==> config.mk <==
export PLATFORM = sky130hd
export DESIGN_NAME = puf_sig_sequencer_flat
export DESIGN_NICKNAME = d
export VERILOG_FILES = /design/src/rtl/puf_sig_sequencer_if.sv /design/src/rtl/puf_sig_sequencer.sv /design/src/flat_wrapper.sv
export SDC_FILE = /design/constraint.sdc
export NUM_CORES = 1
export LEC_CHECK = 0
export ABC_CLOCK_PERIOD_IN_PS = 5800
export BUFFER_PORTS_ARGS = -buffer_cell sky130_fd_sc_hd__buf_2
export CAP_MARGIN = 25
export CORE_MARGIN = 2
export CORE_UTILIZATION = 55
export CTS_BUF_LIST = sky130_fd_sc_hd__clkbuf_8
export DETAILED_ROUTE_END_ITERATION = 16
export PLACE_DENSITY = 0.83
export SYNTH_ARGS = -nofsm -noshare
export SYNTH_HDL_FRONTEND = slang
export SYNTH_SLANG_ARGS = --single-unit
==> constraint.sdc <==
create_clock -name clk -period 5.8 [get_ports clk]
set_clock_uncertainty 0.1 [all_clocks]
set_input_delay 1.16 -clock clk [delete_from_list [all_inputs] [get_ports clk]]
set_output_delay 1.16 -clock clk [all_outputs]
set_load 0.01 [all_outputs]
==> src/rtl/puf_sig_sequencer_if.sv <==
// Sequencer <-> RO-PUF datapath bundle: control/status, counter controls and signature RAM write port.
// The sequencer takes the master side; the datapath/RAM/controller side takes slave.
interface puf_sig_sequencer_if #(
    parameter int CHAL_W = 8,
    parameter int WORD_W = 32,
    parameter int RAM_AW = 5
) ();
    logic              start;
    logic              abort;
    logic              comp_in;
    logic              busy;
    logic              done;
    logic [CHAL_W-1:0] challenge;
    logic              ro_en;
    logic              cnt_rst;
    logic              cnt_en;
    logic [RAM_AW-1:0] ram_addr;
    logic [WORD_W-1:0] ram_data;
    logic              ram_wren;

    modport master (
        input  start, abort, comp_in,
        output busy, done, challenge, ro_en, cnt_rst, cnt_en,
        output ram_addr, ram_data, ram_wren
    );

    modport slave (
        output start, abort, comp_in,
        input  busy, done, challenge, ro_en, cnt_rst, cnt_en,
        input  ram_addr, ram_data, ram_wren
    );
endinterface

==> src/rtl/puf_sig_sequencer.sv <==
// RO-PUF signature sweep: per challenge settle/count/hold, pack comparator bits MSB-first into RAM words.
// Latency N_CHAL*(S+W+H) + N_CHAL/WORD_W + 1 cycles start-to-done; no backpressure, abort stops at once.
module puf_sig_sequencer #(
    parameter int N_CHAL     = 256,
    parameter int CHAL_W     = 8,
    parameter int WORD_W     = 32,
    parameter int RAM_AW     = 5,
    parameter int SETTLE_CYC = 4,
    parameter int WIN_CYC    = 1024,
    parameter int HOLD_CYC   = 2
) (
    input logic                clk,
    input logic                rst,
    puf_sig_sequencer_if.master bus
);
    localparam logic [2:0] ST_IDLE   = 3'd0;
    localparam logic [2:0] ST_SETTLE = 3'd1;
    localparam logic [2:0] ST_COUNT  = 3'd2;
    localparam logic [2:0] ST_HOLD   = 3'd3;
    localparam logic [2:0] ST_WRITE  = 3'd4;
    localparam logic [2:0] ST_DONE   = 3'd5;

    localparam int MAX_PH = (WIN_CYC > SETTLE_CYC) ?
                            ((WIN_CYC > HOLD_CYC) ? WIN_CYC : HOLD_CYC) :
                            ((SETTLE_CYC > HOLD_CYC) ? SETTLE_CYC : HOLD_CYC);
    localparam int CYC_W  = (MAX_PH > 1) ? $clog2(MAX_PH) : 1;
    localparam int BIT_W  = (WORD_W > 1) ? $clog2(WORD_W) : 1;

    logic [2:0]        state;
    logic [2:0]        state_nxt;
    logic [CYC_W-1:0]  cyc;
    logic [BIT_W-1:0]  bit_idx;
    logic [WORD_W-1:0] word;
    logic [WORD_W-1:0] word_nxt;
    logic              phase_end;
    logic              last_bit;
    logic              last_chal;
    logic              abort_hit;

    assign last_bit  = (bit_idx == BIT_W'(WORD_W - 1));
    assign last_chal = (bus.challenge == CHAL_W'(N_CHAL - 1));
    assign abort_hit = bus.abort && (state != ST_IDLE);
    assign word_nxt  = (word << 1) | {{(WORD_W-1){1'b0}}, bus.comp_in};

    always_comb begin
        phase_end = 1'b0;
        case (state)
            ST_SETTLE: phase_end = (cyc == CYC_W'(SETTLE_CYC - 1));
            ST_COUNT:  phase_end = (cyc == CYC_W'(WIN_CYC - 1));
            ST_HOLD:   phase_end = (cyc == CYC_W'(HOLD_CYC - 1));
            default:   phase_end = 1'b0;
        endcase
    end

    always_comb begin
        state_nxt = state;
        case (state)
            ST_IDLE:   if (bus.start) state_nxt = ST_SETTLE;
            ST_SETTLE: if (phase_end) state_nxt = ST_COUNT;
            ST_COUNT:  if (phase_end) state_nxt = ST_HOLD;
            ST_HOLD:   if (phase_end) state_nxt = last_bit ? ST_WRITE : ST_SETTLE;
            ST_WRITE:  state_nxt = last_chal ? ST_DONE : ST_SETTLE;
            ST_DONE:   state_nxt = ST_IDLE;
            default:   state_nxt = ST_IDLE;
        endcase
        if (abort_hit) state_nxt = ST_IDLE;
    end

    // Outputs are registered from the next state so they line up with the state they describe.
    always_ff @(posedge clk) begin
        if (!rst) begin
            state         <= ST_IDLE;
            cyc           <= '0;
            bit_idx       <= '0;
            word          <= '0;
            bus.busy      <= 1'b0;
            bus.ro_en     <= 1'b0;
            bus.cnt_rst   <= 1'b0;
            bus.cnt_en    <= 1'b0;
            bus.ram_wren  <= 1'b0;
            bus.done      <= 1'b0;
            bus.challenge <= '0;
            bus.ram_addr  <= '0;
            bus.ram_data  <= '0;
        end else begin
            state        <= state_nxt;
            bus.busy     <= (state_nxt != ST_IDLE);
            bus.ro_en    <= (state_nxt != ST_IDLE);
            bus.cnt_rst  <= (state_nxt == ST_SETTLE);
            bus.cnt_en   <= (state_nxt == ST_COUNT);
            bus.ram_wren <= (state_nxt == ST_WRITE);
            bus.done     <= (state_nxt == ST_DONE);

            if ((state_nxt == state) && (state != ST_IDLE))
                cyc <= cyc + 1'b1;
            else
                cyc <= '0;

            if (abort_hit) begin
                bus.challenge <= '0;
                bus.ram_addr  <= '0;
                bit_idx       <= '0;
                word          <= '0;
            end else begin
                case (state)
                    ST_IDLE: begin
                        if (bus.start) begin
                            bus.challenge <= '0;
                            bus.ram_addr  <= '0;
                            bit_idx       <= '0;
                        end
                    end
                    ST_HOLD: begin
                        if (phase_end) begin
                            word <= word_nxt;
                            if (last_bit) begin
                                bus.ram_data <= word_nxt;
                            end else begin
                                bit_idx       <= bit_idx + 1'b1;
                                bus.challenge <= bus.challenge + 1'b1;
                            end
                        end
                    end
                    ST_WRITE: begin
                        bus.ram_addr  <= bus.ram_addr + 1'b1;
                        bit_idx       <= '0;
                        bus.challenge <= last_chal ? '0 : bus.challenge + 1'b1;
                    end
                    default: ;
                endcase
            end
        end
    end
endmodule

==> src/flat_wrapper.sv <==
// flat-port wrapper written by rule: the top's interface ports become plain ports
module puf_sig_sequencer_flat 
#(
    parameter int N_CHAL     = 256,
    parameter int CHAL_W     = 8,
    parameter int WORD_W     = 32,
    parameter int RAM_AW     = 5,
    parameter int SETTLE_CYC = 4,
    parameter int WIN_CYC    = 1024,
    parameter int HOLD_CYC   = 2
)
  (clk, rst, bus_start, bus_abort, bus_comp_in, bus_busy, bus_done, bus_challenge, bus_ro_en, bus_cnt_rst, bus_cnt_en, bus_ram_addr, bus_ram_data, bus_ram_wren);
  puf_sig_sequencer_if #(.CHAL_W(CHAL_W), .WORD_W(WORD_W), .RAM_AW(RAM_AW)) bus_i ();
  input logic clk;
  input logic rst;
  input wire logic [$bits(bus_i.start)-1:0] bus_start;
  input wire logic [$bits(bus_i.abort)-1:0] bus_abort;
  input wire logic [$bits(bus_i.comp_in)-1:0] bus_comp_in;
  output wire logic [$bits(bus_i.busy)-1:0] bus_busy;
  output wire logic [$bits(bus_i.done)-1:0] bus_done;
  output wire logic [$bits(bus_i.challenge)-1:0] bus_challenge;
  output wire logic [$bits(bus_i.ro_en)-1:0] bus_ro_en;
  output wire logic [$bits(bus_i.cnt_rst)-1:0] bus_cnt_rst;
  output wire logic [$bits(bus_i.cnt_en)-1:0] bus_cnt_en;
  output wire logic [$bits(bus_i.ram_addr)-1:0] bus_ram_addr;
  output wire logic [$bits(bus_i.ram_data)-1:0] bus_ram_data;
  output wire logic [$bits(bus_i.ram_wren)-1:0] bus_ram_wren;
  assign bus_i.start = bus_start;
  assign bus_i.abort = bus_abort;
  assign bus_i.comp_in = bus_comp_in;
  assign bus_busy = bus_i.busy;
  assign bus_done = bus_i.done;
  assign bus_challenge = bus_i.challenge;
  assign bus_ro_en = bus_i.ro_en;
  assign bus_cnt_rst = bus_i.cnt_rst;
  assign bus_cnt_en = bus_i.cnt_en;
  assign bus_ram_addr = bus_i.ram_addr;
  assign bus_ram_data = bus_i.ram_data;
  assign bus_ram_wren = bus_i.ram_wren;
  puf_sig_sequencer #(.N_CHAL(N_CHAL), .CHAL_W(CHAL_W), .WORD_W(WORD_W), .RAM_AW(RAM_AW), .SETTLE_CYC(SETTLE_CYC), .WIN_CYC(WIN_CYC), .HOLD_CYC(HOLD_CYC)) u_core (.clk(clk), .rst(rst), .bus(bus_i));
endmodule
==> summary by stage, run 1 <==
Synth
The share of synthesized area in the top cell type comes to 48.9%. The most common cell in the synthesized netlist is nand2_1. The fraction of the yosys area taken by sequential cells is 48.9%. Yosys mapped a number of flops with a built-in enable equal to 0. The mapped netlist covers 4050 µm². The most used flip-flop cell after synthesis is dfxtp_1.

The post-synthesis area per instance is 8.30 µm². The share of synthesized flip-flops with an asynchronous set or reset is 0%. The yosys synthesis warning count is 0.

The number of register bits inferred by synthesis is 99. The synthesized instance count is 488. In this run, distinct cell masters in the synthesized netlist total 47. Sorting the synthesized cells by area gives the leading types as dfxtp_1 (49%), nand2_1 (13%), a21oi_1 (5.2%). When the netlist entered floorplanning its net count stood at 498. The largest total area in the synthesized netlist belongs to dfxtp_1.

In the synthesized netlist, the cells that appear most often are nand2_1 (140), dfxtp_1 (99), a21oi_1 (42).

Critical path
The required arrival time at the worst endpoint is 6000 ps. The startpoint-to-endpoint class of the critical path is flop to flop. The worst endpoint data arrival time is 3230 ps. STA classifies the critical path endpoint as a flop. The biggest fanout along the worst timing path is 18. The most critical setup path has its startpoint at u_core.state[2].

STA classifies the critical path startpoint as a flop. The startpoint identified for the worst register-to-register timing path is u_core.state[2].

Power
The share of total power dissipated in the clock network is 37.1%. The power density normalized to cell area is 252 nW/µm². The internal portion of the total power is 0.000871 W.

In this run the power spent charging and discharging nets is 0.000285 W. The switching part of the total is 24.6%. The maximum VDD drop is 178 µV.

Summed over all cells, the static leakage comes to 1.69 nW. The relative contribution of combinational cells to total power is 3.5%. Registers are responsible for 59.3% of the overall power.

Detailed routing
Once detail routing completed, the nets flagged for antenna violations numbered 0. The routed wirelength normalized by instance count is 13.2 µm. After the first detailed-routing iteration, the DRC count stood at 232.

The routed length on met2 is 3.92 mm. The total number of vias is 3,423. The number of detailed-routing iterations run before antenna repair is 5.

The highest layer touched by signal routing is met4. The vias per cell is 5.41. The total detailed-routing wirelength is 8.33 mm. The number of remaining DRC errors is 0. After detailed routing, the wire length on met1 is 3.81 mm.

Summed over all nets, wire length on met3 after detailed routing comes to 467 µm.

Timing
Setup repair after global routing left no endpoint under its margin. The number of max-slew violations in the final report is 0. The number of hold violations in the final report came to 0.

The setup total negative slack is 0 ps. The final hold slack is 354 ps. Based on the critical path, the design can be clocked at up to 330 MHz. The routed design could run at a clock period as short as 3030 ps. Dividing the final minimum period by the clock period gives 52.3%.

The actual slew at the worst max-slew pin is 876 ps. The final setup violation count is 0. Headroom to the max-slew limit came out at 41.1%.

Die
For this configuration, the core starts out at a cell density of 56.4%. The area of the die is 8060 µm². The die boundary height is 89.8 µm. During I/O placement, the number of pins put on the boundary was 56. In this run the horizontal extent of the chip is 89.8 µm. The core region is 7180 µm².

In this run the core area contains 31 standard-cell rows.

Clock tree
The clock net in this run drives a total of 99 sinks. The clock insertion delay at the later pin of the skew report is 370 ps. In this run, CTS created clock tree buffers numbering 9.

The tree is rooted in a clkbuf_8. The number of gates resized after CTS was 0. The H-tree was split into 3 levels. The TritonCTS clock tree is done. Once the clock tree was built, the setup fixing pass inserted 0 buffers. Clock-pin slew was measured on the worst setup and hold paths at 100 ps. Hold repair after CTS inserted 0 buffers.

The number of buffers on the longest clock path is 2.

Global routing
The via count of the first global-routing pass came to 3,089. The pin count of the biggest net entering global routing is 44. The global-route total usage across every layer is 21.5%. Summed over all layers, the global routing overflow is 0. The first global-routing pass estimated 14.2 mm of wire.

The initial antenna violation count was 0.

Final layout
The layout has 622 filler cells. The number of inserted diodes is 0. In the final layout, the share of cells above drive strength 1 is 15.5%. From synthesis to final layout, the design area changed by 13.4%. At the end of the flow the core is filled with cells to 64.0%. The net count of the finished layout is 539.

Placement
Routability-driven placement finished with a final weighted congestion of 0.972. The post-detailed-placement half-perimeter wirelength is 5.53 mm. During placement, the flow inserted port buffers numbering 55.

Run
The reported max-cap violation count is 0.

Min path
The worst hold-check path type is flop to flop. The critical hold path startpoint is u_core.bus.ram_data[29].

Status
The run finished with clean final reports.
worst max-delay path, stage by stage (launching register included):
cell and delay (ps):
dfxtp_1 470, or3b_1 450, or3_1 460, a2111oi_4 660, nor2_4 140, or4_1 510
a21oi_1 170
placed cells by master (no fill, tap or decap), types with 2 or more instances in the layout:
master	count
inv_8	2
xnor2_1	5
o31ai_1	5
inv_1	4
xor2_1	10
nand4_1	8
buf_16	2
or3_1	3
clkbuf_8	10
o21a_1	3
a21boi_0	17
a21boi_1	15
o2111ai_1	3
a21oi_1	42
nor3_1	3
a2111oi_0	3
dfxtp_1	99
nor3b_1	3
nor4_1	3
and2_1	3
nor2_1	29
or2_2	3
clkinv_4	3
buf_2	55
nand3_1	11
nor2b_1	5
a211oi_1	2
o21ai_0	10
and3_1	4
o211ai_1	2
nand2_1	140
ha_1	5
buf_4	2
layer usage:
| layer | track usage (%) | vias up |
|---|---|---|
| li1 | - | 1734 |
| met1 | 27.4 | 1597 |
| met2 | 35.1 | 82 |
| met3 | 4.69 | 10 |
| met4 | 10.1 | 0 |
| met5 | 0 | - |
worst paths after layout:
path              cells past startpoint                      end  slack (ps)
setup / recovery                      6  u_core.bus.challenge[5]        2770
hold / removal                        2  u_core.bus.ram_data[29]         350
setup reg to reg                      6  u_core.bus.challenge[5]        2770
hold reg to reg                       2  u_core.bus.ram_data[29]         350
state kept, by name, summed over array words and instances (netlist names):
name,cells
u_core.bus.ro_en,1
u_core.state,3
u_core.bus.ram_data,32
u_core.word,31
u_core.bus.done,1
u_core.bus.cnt_en,1
u_core.cyc,10
u_core.bit_idx,5
u_core.bus.cnt_rst,1
u_core.bus.ram_wren,1
u_core.bus.challenge,8
u_core.bus.ram_addr,5
stage by stage:
step	total power [W]	cell area [µm²]	instances	worst slack, ps
2_1_floorplan	0.000732	4050	488	3210
3_3_place_gp	0.000742	4330	614	2720
3_5_place_dp	0.000743	4340	615	2570
4_1_cts	0.00116	4540	631	2550
5_1_grt	0.00120	4590	633	2630
6_report	0.00116	4590	633	2770
cells by family after synthesis:
family                   synth area share (%)
XOR/XNOR                                 3.24
buffers and inverters                    3.86
multiplexers                            0.247
adder cells (fa/ha/maj)                  1.55
AND/OR/NAND/NOR                          24.8
AO/OA/AOI/OAI                            17.4
flip-flops                               48.9
layout make-up:
cell class | instances | area, µm² | area share [%]
inverters | 4 | 15.0 | 0.327
clock inverters | 6 | 56.3 | 1.23
repair buffers | 60 | 360 | 7.85
clock buffers | 10 | 138 | 3.00
multi-input cells | 355 | 1920 | 41.8
flip-flops and latches | 99 | 1980 | 43.1
well taps | 99 | 124 | 2.70
power groups by stage:
stage	registers, W	logic, W	clock network, W
after global placement	0.000702	0.0000401	0
final	0.000686	0.0000410	0.000429
after floorplan	0.000701	0.0000312	0
after detailed placement	0.000702	0.0000408	0
after CTS	0.000686	0.0000411	0.000437
after global routing	0.000687	0.0000449	0.000466
Power figures use the tool's default switching activity.
==> inputs of run 2 (changes only) <==
--- a/config.mk
+++ b/config.mk
@@ -5,7 +5,7 @@
 export SDC_FILE = /design/constraint.sdc
 export NUM_CORES = 1
 export LEC_CHECK = 0
-export ABC_CLOCK_PERIOD_IN_PS = 5800
+export ABC_CLOCK_PERIOD_IN_PS = 2950
 export BUFFER_PORTS_ARGS = -buffer_cell sky130_fd_sc_hd__buf_2
 export CAP_MARGIN = 25
 export CORE_MARGIN = 2
==> constraint.sdc (replaced) <==
create_clock -name clk -period 2.95 [get_ports clk]
set_clock_uncertainty 0.1 [all_clocks]
set_input_delay 0.59 -clock clk [delete_from_list [all_inputs] [get_ports clk]]
set_output_delay 0.59 -clock clk [all_outputs]
set_load 0.01 [all_outputs]
==> run 2 against run 1 <==
  * Utilization is 0.28 points lower
  * Sequential share of layout area increased by 0.19 points
  * Wire length down 1.8%
  * Sequential power grew 97%
  * Die area unchanged
  * Clock-buffer cell count stayed put
  * Critical endpoint is now u_core.bus.ram_data[17]
==> summary by stage, run 2 (synthesis gave the netlist of run 1 again) <==
Clock tree
The post-CTS setup-driven buffer insertion count was 0 (unchanged). The number of H-tree levels is 3 (unchanged). The clock sink total is 99 (unchanged). The cts-stage hold buffer count is 0 (unchanged). The clock slew at the register clock pins of the worst setup and hold paths is 100 ps (about the same).

The clock insertion delay at the later pin of the skew report is 370 ps (about the same). The post-cts resize count was 0 (unchanged). The cell at the root of the clock tree was clkbuf_8 (unchanged). The TritonCTS clock tree was done (unchanged). The number of buffers on the longest clock path was 2 (unchanged). The number of buffers created by CTS is 9 (unchanged).

Critical path
Cell-by-cell listing of the critical path: or3b_1 -> or3_1 -> a211o_1 -> or3_1 -> buf_4 -> nand2_1 -> a21boi_0 (was or3b_1 -> or3_1 -> a2111oi_4 -> nor2_4 -> or4_1 -> a21oi_1). The required arrival time at the worst endpoint came to 3100 ps (was 6000 ps). The setup slack of the worst register-to-register path is 240 ps (was 2770 ps).

The kind of capture point of the worst setup path is a flop (unchanged). The buffer and inverter count on the worst path was 1 (was 0). The worst endpoint data arrival time is 2860 ps (was 3230 ps).

The delay of the slowest cell on the worst path is 470 ps (was 660 ps). The biggest fanout along the worst timing path was 32 (was 18). The startpoint-to-endpoint class of the critical path is flop to flop (unchanged). The cell family with the largest share of critical-path delay is simple AND/OR/NAND/NOR gates (unchanged). The cell at the slowest stage of the critical path is dfxtp_1 (was a2111oi_4). The cell occurring most often along the worst timing path is or3_1. The type of element launching the critical path is a flop (unchanged).

Detailed routing
The routed wirelength normalized by instance count is 12.8 µm (was 13.2 µm). The initial detailed-routing violation count is 194 (was 232). The number of remaining DRC errors was 0 (unchanged). The total detailed-routing wirelength was 8.17 mm (was 8.33 mm). The number of nets with antenna violations after detailed routing is 0 (unchanged). The vias per cell is 5.36 (was 5.41). The number of detailed-routing iterations run before antenna repair is 4 (was 5). The total number of vias is 3,415 (was 3,423).

Final layout
The count of non-filler cells in the finished layout is 637 (was 633). The register name with the most flops is u_core.bus.ram_data (unchanged). The number of inserted diodes is 0 (unchanged). The ratio of cells with drive above 1 in the final layout came to 16.2% (was 15.5%). The net count of the finished layout is 543 (was 539). The core occupancy in the finished layout is 63.7% (was 64.0%).

The leading cell type in the layout, fill and taps excluded is nand2_1 (unchanged). The area growth from synthesis to layout is 12.9% (was 13.4%). The flip-flop count of the largest register, all copies and words added is 32 (unchanged). Most frequent cells in the layout: nand2_1 (140), dfxtp_1 (99), buf_2 (55) (unchanged). Biggest registers after layout: u_core.bus.ram_data (32), u_core.word (31), u_core.cyc (10) (unchanged).

Placement
The number of port buffers came to 55 (unchanged). The routability-driven placement congestion ratio came to 0.929 (was 0.972). The post-detailed-placement half-perimeter wirelength was 5.53 mm (about the same). The count of placed standard cells including taps came to 621 (was 615).

Power
The power density normalized to cell area came to 494 nW/µm² (was 252 nW/µm²). The static leakage power was 1.69 nW (about the same). The maximum VDD drop is 411 µV (was 178 µV).

The total chip power is 0.00226 W (was 0.00116 W).

Timing
The setup total negative slack came to 0 ps (unchanged). RSZ-0062 raised after global routing: no (unchanged). The remaining max-slew budget at the tightest pin is 60.8% (was 41.1%).

The final setup violation count is 0 (unchanged). The number of hold violations in the final report is 0 (unchanged). The number of max-slew violations in the final report is 0 (unchanged). The share of the clock period used by the worst path after layout is 91.8% (was 52.3%). The post-layout minimum cycle time is 2710 ps (was 3030 ps). The highest clock rate was 369 MHz (was 330 MHz). The actual slew at the worst max-slew pin is 582 ps (was 876 ps).

Global routing
The global-route total usage across every layer is 21.6% (was 21.5%). The initial antenna violation count is 0 (unchanged). The via count of the first global-routing pass was 3,385 (was 3,089).

The total grt overflow is 0 (unchanged). The wire length of the first global-routing pass is 14.5 mm (was 14.2 mm). The pin count of the biggest net entering global routing came to 43 (was 44).

Die
The area of the die is 8060 µm² (unchanged). The width of the chip came to 89.8 µm (unchanged). The core area was 7180 µm² (unchanged). The total number of placement rows is 31 (unchanged). The initial cell density of the core was 56.4% (unchanged). The die boundary height is 89.8 µm (unchanged). The number of top-level design ports is 56 (unchanged).

Min path
The worst hold-check path type is flop to flop (unchanged).

Status
Run status: finished, final reports clean (unchanged).

Run
The reported max-cap violation count is 0 (unchanged).
-- run 2: cell types whose count changed in the layout (fill, tap and decap cells not counted), sizes merged --
cell and delta:
inv +2, buf +4, clkinv -2
-- run 2: metal layers --
layer,global-route usage (%),wire length (µm),vias to the layer above
li1,-,-,1736
met3,4.78,357,11
met4,9.62,142,0
met1,25.5,3710,1595
met5,0,0,-
met2,37.6,3960,73
-- run 2: worst register-to-register path, delay by kind of cell, from the launching register on --
family | cells | cell delay [ps]
and+or+nand+nor | 4 | 1310
AOI/OAI and AO/OA | 2 | 460
buffers and inverters | 1 | 250
DFF | 1 | 470
-- run 2: layout make-up --
type / count / area, µm²
clock buffer: 10 / 138
clock inverter: 6 / 53.8
fill: 594 / 2600
inverter: 4 / 15.0
multi-input combinational: 355 / 1920
sequential: 99 / 1980
tap: 99 / 124
timing repair buffer: 64 / 343
-- run 2: stage by stage --
stage	cell area, µm²	hold slack [ps]	worst slack, ps
detailed placement	4380	339	254
finish	4570	350	241
CTS	4570	351	229
floorplan	4050	332	358
global placement	4380	335	389
global route	4570	361	92.6
-- run 2: power by group --
part | leakage [nW] | switching [W] | internal [W] | total [W]
Combinational | 0.797 | 0.0000575 | 0.0000287 | 0.0000863
Sequential | 0.798 | 0.00000530 | 0.00134 | 0.00135
Clock | 0.0958 | 0.000483 | 0.000346 | 0.000829
-- run 2: worst paths after layout --
kind,startpoint,end,depth (start not counted)
worst max-delay path,u_core.state[1],u_core.bus.ram_data[17],7
worst min-delay path,u_core.bus.ram_data[0],u_core.bus.ram_data[0],2
worst max register to register,u_core.state[1],u_core.bus.ram_data[17],7
worst min register to register,u_core.bus.ram_data[0],u_core.bus.ram_data[0],2
==> inputs of run 3 (changes only) <==
--- a/config.mk
+++ b/config.mk
@@ -8,11 +8,13 @@
 export ABC_CLOCK_PERIOD_IN_PS = 2950
 export BUFFER_PORTS_ARGS = -buffer_cell sky130_fd_sc_hd__buf_2
 export CAP_MARGIN = 25
+export CELL_PAD_IN_SITES_DETAIL_PLACEMENT = 1
+export CELL_PAD_IN_SITES_GLOBAL_PLACEMENT = 2
 export CORE_MARGIN = 2
-export CORE_UTILIZATION = 55
+export CORE_UTILIZATION = 35
 export CTS_BUF_LIST = sky130_fd_sc_hd__clkbuf_8
 export DETAILED_ROUTE_END_ITERATION = 16
-export PLACE_DENSITY = 0.83
+export PLACE_DENSITY = 0.87
 export SYNTH_ARGS = -nofsm -noshare
 export SYNTH_HDL_FRONTEND = slang
 export SYNTH_SLANG_ARGS = --single-unit
==> constraint.sdc (replaced) <==
create_clock -name clk -period 2.95 [get_ports clk]
set_clock_uncertainty 0.1 [all_clocks]
set_input_delay 0.885 -clock clk [delete_from_list [all_inputs] [get_ports clk]]
set_output_delay 0.885 -clock clk [all_outputs]
set_load 0.005 [all_outputs]
==> run 3 against run 2 <==
  * Fmax down 1.4%
  * Largest power group unchanged
  * Worst hold slack better by 3.9 ps
  * Power grew 0.98%
  * Cell area is 1.6% higher
==> summary by stage, run 3 (synthesis gave the netlist of run 1 again) <==
Die
The core area is 11,400 µm² (was 7180 µm²). The die boundary height was 112 µm (was 89.8 µm). The total number of placement rows came to 39 (was 31).

The area of the die is 12,400 µm² (was 8060 µm²). The number of top-level design ports is 56 (unchanged). The width of the chip is 112 µm (was 89.8 µm). The initial cell density of the core was 35.6% (was 56.4%).

Final layout
The ratio of cells with drive above 1 in the final layout is 16.0% (was 16.2%). The number of inserted diodes is 0 (unchanged). The core occupancy in the finished layout was 40.8% (was 63.7%). Biggest registers after layout: u_core.bus.ram_data (32), u_core.word (31), u_core.cyc (10) (unchanged).

The flip-flop count of the largest register, all copies and words added came to 32 (unchanged). The net count of the finished layout is 545 (was 543). Most frequent cells in the layout: nand2_1 (140), dfxtp_1 (99), buf_2 (55) (unchanged).

The register name with the most flops was u_core.bus.ram_data (unchanged). The leading cell type in the layout, fill and taps excluded is nand2_1 (unchanged). The area growth from synthesis to layout is 14.7% (was 12.9%).

Placement
The pre-CTS worst setup slack was 238 ps (was 254 ps). The routability-driven placement congestion ratio is 0.832 (was 0.929). The post-detailed-placement half-perimeter wirelength is 6.72 mm (was 5.53 mm).

The number of port buffers is 55 (unchanged).

Timing
The number of max-slew violations in the final report came to 0 (unchanged). The setup slack after layout is 204 ps (was 241 ps). RSZ-0062 raised after global routing: no (unchanged). The final hold slack is 354 ps (was 350 ps).

The highest clock rate was 364 MHz (was 369 MHz). The remaining max-slew budget at the tightest pin came to 63.8% (was 60.8%). The share of the clock period used by the worst path after layout came to 93.1% (was 91.8%).

The final setup violation count is 0 (unchanged). The setup total negative slack is 0 ps (unchanged). The post-layout minimum cycle time is 2750 ps (was 2710 ps). The actual slew at the worst max-slew pin is 537 ps (was 582 ps). The number of hold violations in the final report is 0 (unchanged).

Min path
The worst hold-check path type is flop to flop (unchanged).

Detailed routing
The total number of vias came to 3,492 (was 3,415). The routed wirelength normalized by instance count came to 14.4 µm (was 12.8 µm). The initial detailed-routing violation count came to 101 (was 194).

The number of detailed-routing iterations run before antenna repair is 4 (unchanged). The total detailed-routing wirelength is 9.80 mm (was 8.17 mm). The vias per cell is 5.13 (was 5.36). The number of nets with antenna violations after detailed routing was 0 (unchanged). The number of remaining DRC errors is 0 (unchanged).

Global routing
The pin count of the biggest net entering global routing was 43 (unchanged). The total grt overflow is 0 (unchanged). The initial antenna violation count was 0 (unchanged). The global-route total usage across every layer is 16.6% (was 21.6%).

The wire length of the first global-routing pass is 17.0 mm (was 14.5 mm). The via count of the first global-routing pass is 3,564 (was 3,385).

Clock tree
The clock insertion delay at the later pin of the skew report is 370 ps (about the same). The number of buffers created by CTS came to 9 (unchanged). The cell at the root of the clock tree is clkbuf_8 (unchanged).

The TritonCTS clock tree is done (unchanged). The post-cts resize count is 0 (unchanged). The clock sink total is 99 (unchanged).

The clock slew at the register clock pins of the worst setup and hold paths is 90 ps (was 100 ps). The number of buffers on the longest clock path is 2 (unchanged). The number of H-tree levels is 3 (unchanged). The cts-stage hold buffer count came to 0 (unchanged). The post-CTS setup-driven buffer insertion count is 0 (unchanged).

Critical path
Cell-by-cell listing of the critical path: or3b_1 -> or3_1 -> a2111oi_4 -> nor2_4 -> or4_1 -> a21oi_1 (was or3b_1 -> or3_1 -> a211o_1 -> or3_1 -> buf_4 -> nand2_1 -> a21boi_0). The worst endpoint data arrival time came to 2940 ps (was 2860 ps). The kind of capture point of the worst setup path is a flop (unchanged). The type of element launching the critical path is a flop (unchanged). The startpoint-to-endpoint class of the critical path is flop to flop (unchanged). The biggest fanout along the worst timing path is 10 (was 32). The required arrival time at the worst endpoint is 3150 ps (was 3100 ps). The buffer and inverter count on the worst path is 0 (was 1). The cell family with the largest share of critical-path delay is simple AND/OR/NAND/NOR gates (unchanged). The delay of the slowest cell on the worst path is 500 ps (was 470 ps). The cell at the slowest stage of the critical path is dfxtp_1 (unchanged).

Power
The power density normalized to cell area is 492 nW/µm² (was 494 nW/µm²). The static leakage power is 1.70 nW (was 1.69 nW). The maximum VDD drop is 200 µV (was 411 µV). The total chip power is 0.00228 W (was 0.00226 W).

Run
The reported max-cap violation count is 0 (unchanged).

Status
Run status: finished, final reports clean (unchanged).
[run 3: cell types whose count changed in the layout (fill, tap and decap cells not counted), sizes merged]
cell,previous run,this run
clkinv,1,2
clkinvlp,1,0
clkbuf,10,9
buf,64,66
inv,8,6
bufinv,0,1
[run 3: through the flow]
step | instances | area, µm²
6_report | 681 | 4640
5_1_grt | 681 | 4640
4_1_cts | 681 | 4640
3_5_place_dp | 667 | 4460
3_3_place_gp | 667 | 4460
2_1_floorplan | 488 | 4050
[run 3: routing by layer]
metal	share of wire, %	track usage [%]
met1	48	21.4
met2	48	27.3
met3	2.2	2.61
met4	2.3	7.98
met5	0	0
[run 3: area by class of cell]
| class | instances | area [µm²] |
|---|---|---|
| sequential | 99 | 1980 |
| multi-input combinational | 355 | 1920 |
| fill | 1410 | 6730 |
| inverter | 4 | 15.0 |
| timing repair buffer | 66 | 370 |
| clock buffer | 9 | 124 |
| clock inverter | 5 | 56.3 |
| tap | 143 | 179 |
[run 3: path summary, 6_finish.rpt]
| kind | start | end | slack (ps) | depth (start not counted) |
|---|---|---|---|---|
| max reg2reg | u_core.state[1] | u_core.bus.challenge[5] | 200 | 6 |
| max | u_core.state[1] | u_core.bus.challenge[5] | 200 | 6 |
| min reg2reg | u_core.bus.ram_data[1] | u_core.bus.ram_data[1] | 350 | 2 |
| min | u_core.bus.ram_data[1] | u_core.bus.ram_data[1] | 350 | 2 |
[run 3: report_power, final]
part	internal [W]	leakage, nW	total [W]	switching [W]
Sequential	0.00134	0.798	0.00135	0.00000516
Combinational	0.0000308	0.809	0.0000901	0.0000593
Clock	0.000383	0.0967	0.000847	0.000464
[run 3: worst min-delay path: stages (launching register included)]
cell and delay (ps):
dfxtp_1 320, nand2_1 50, a21boi_1 50
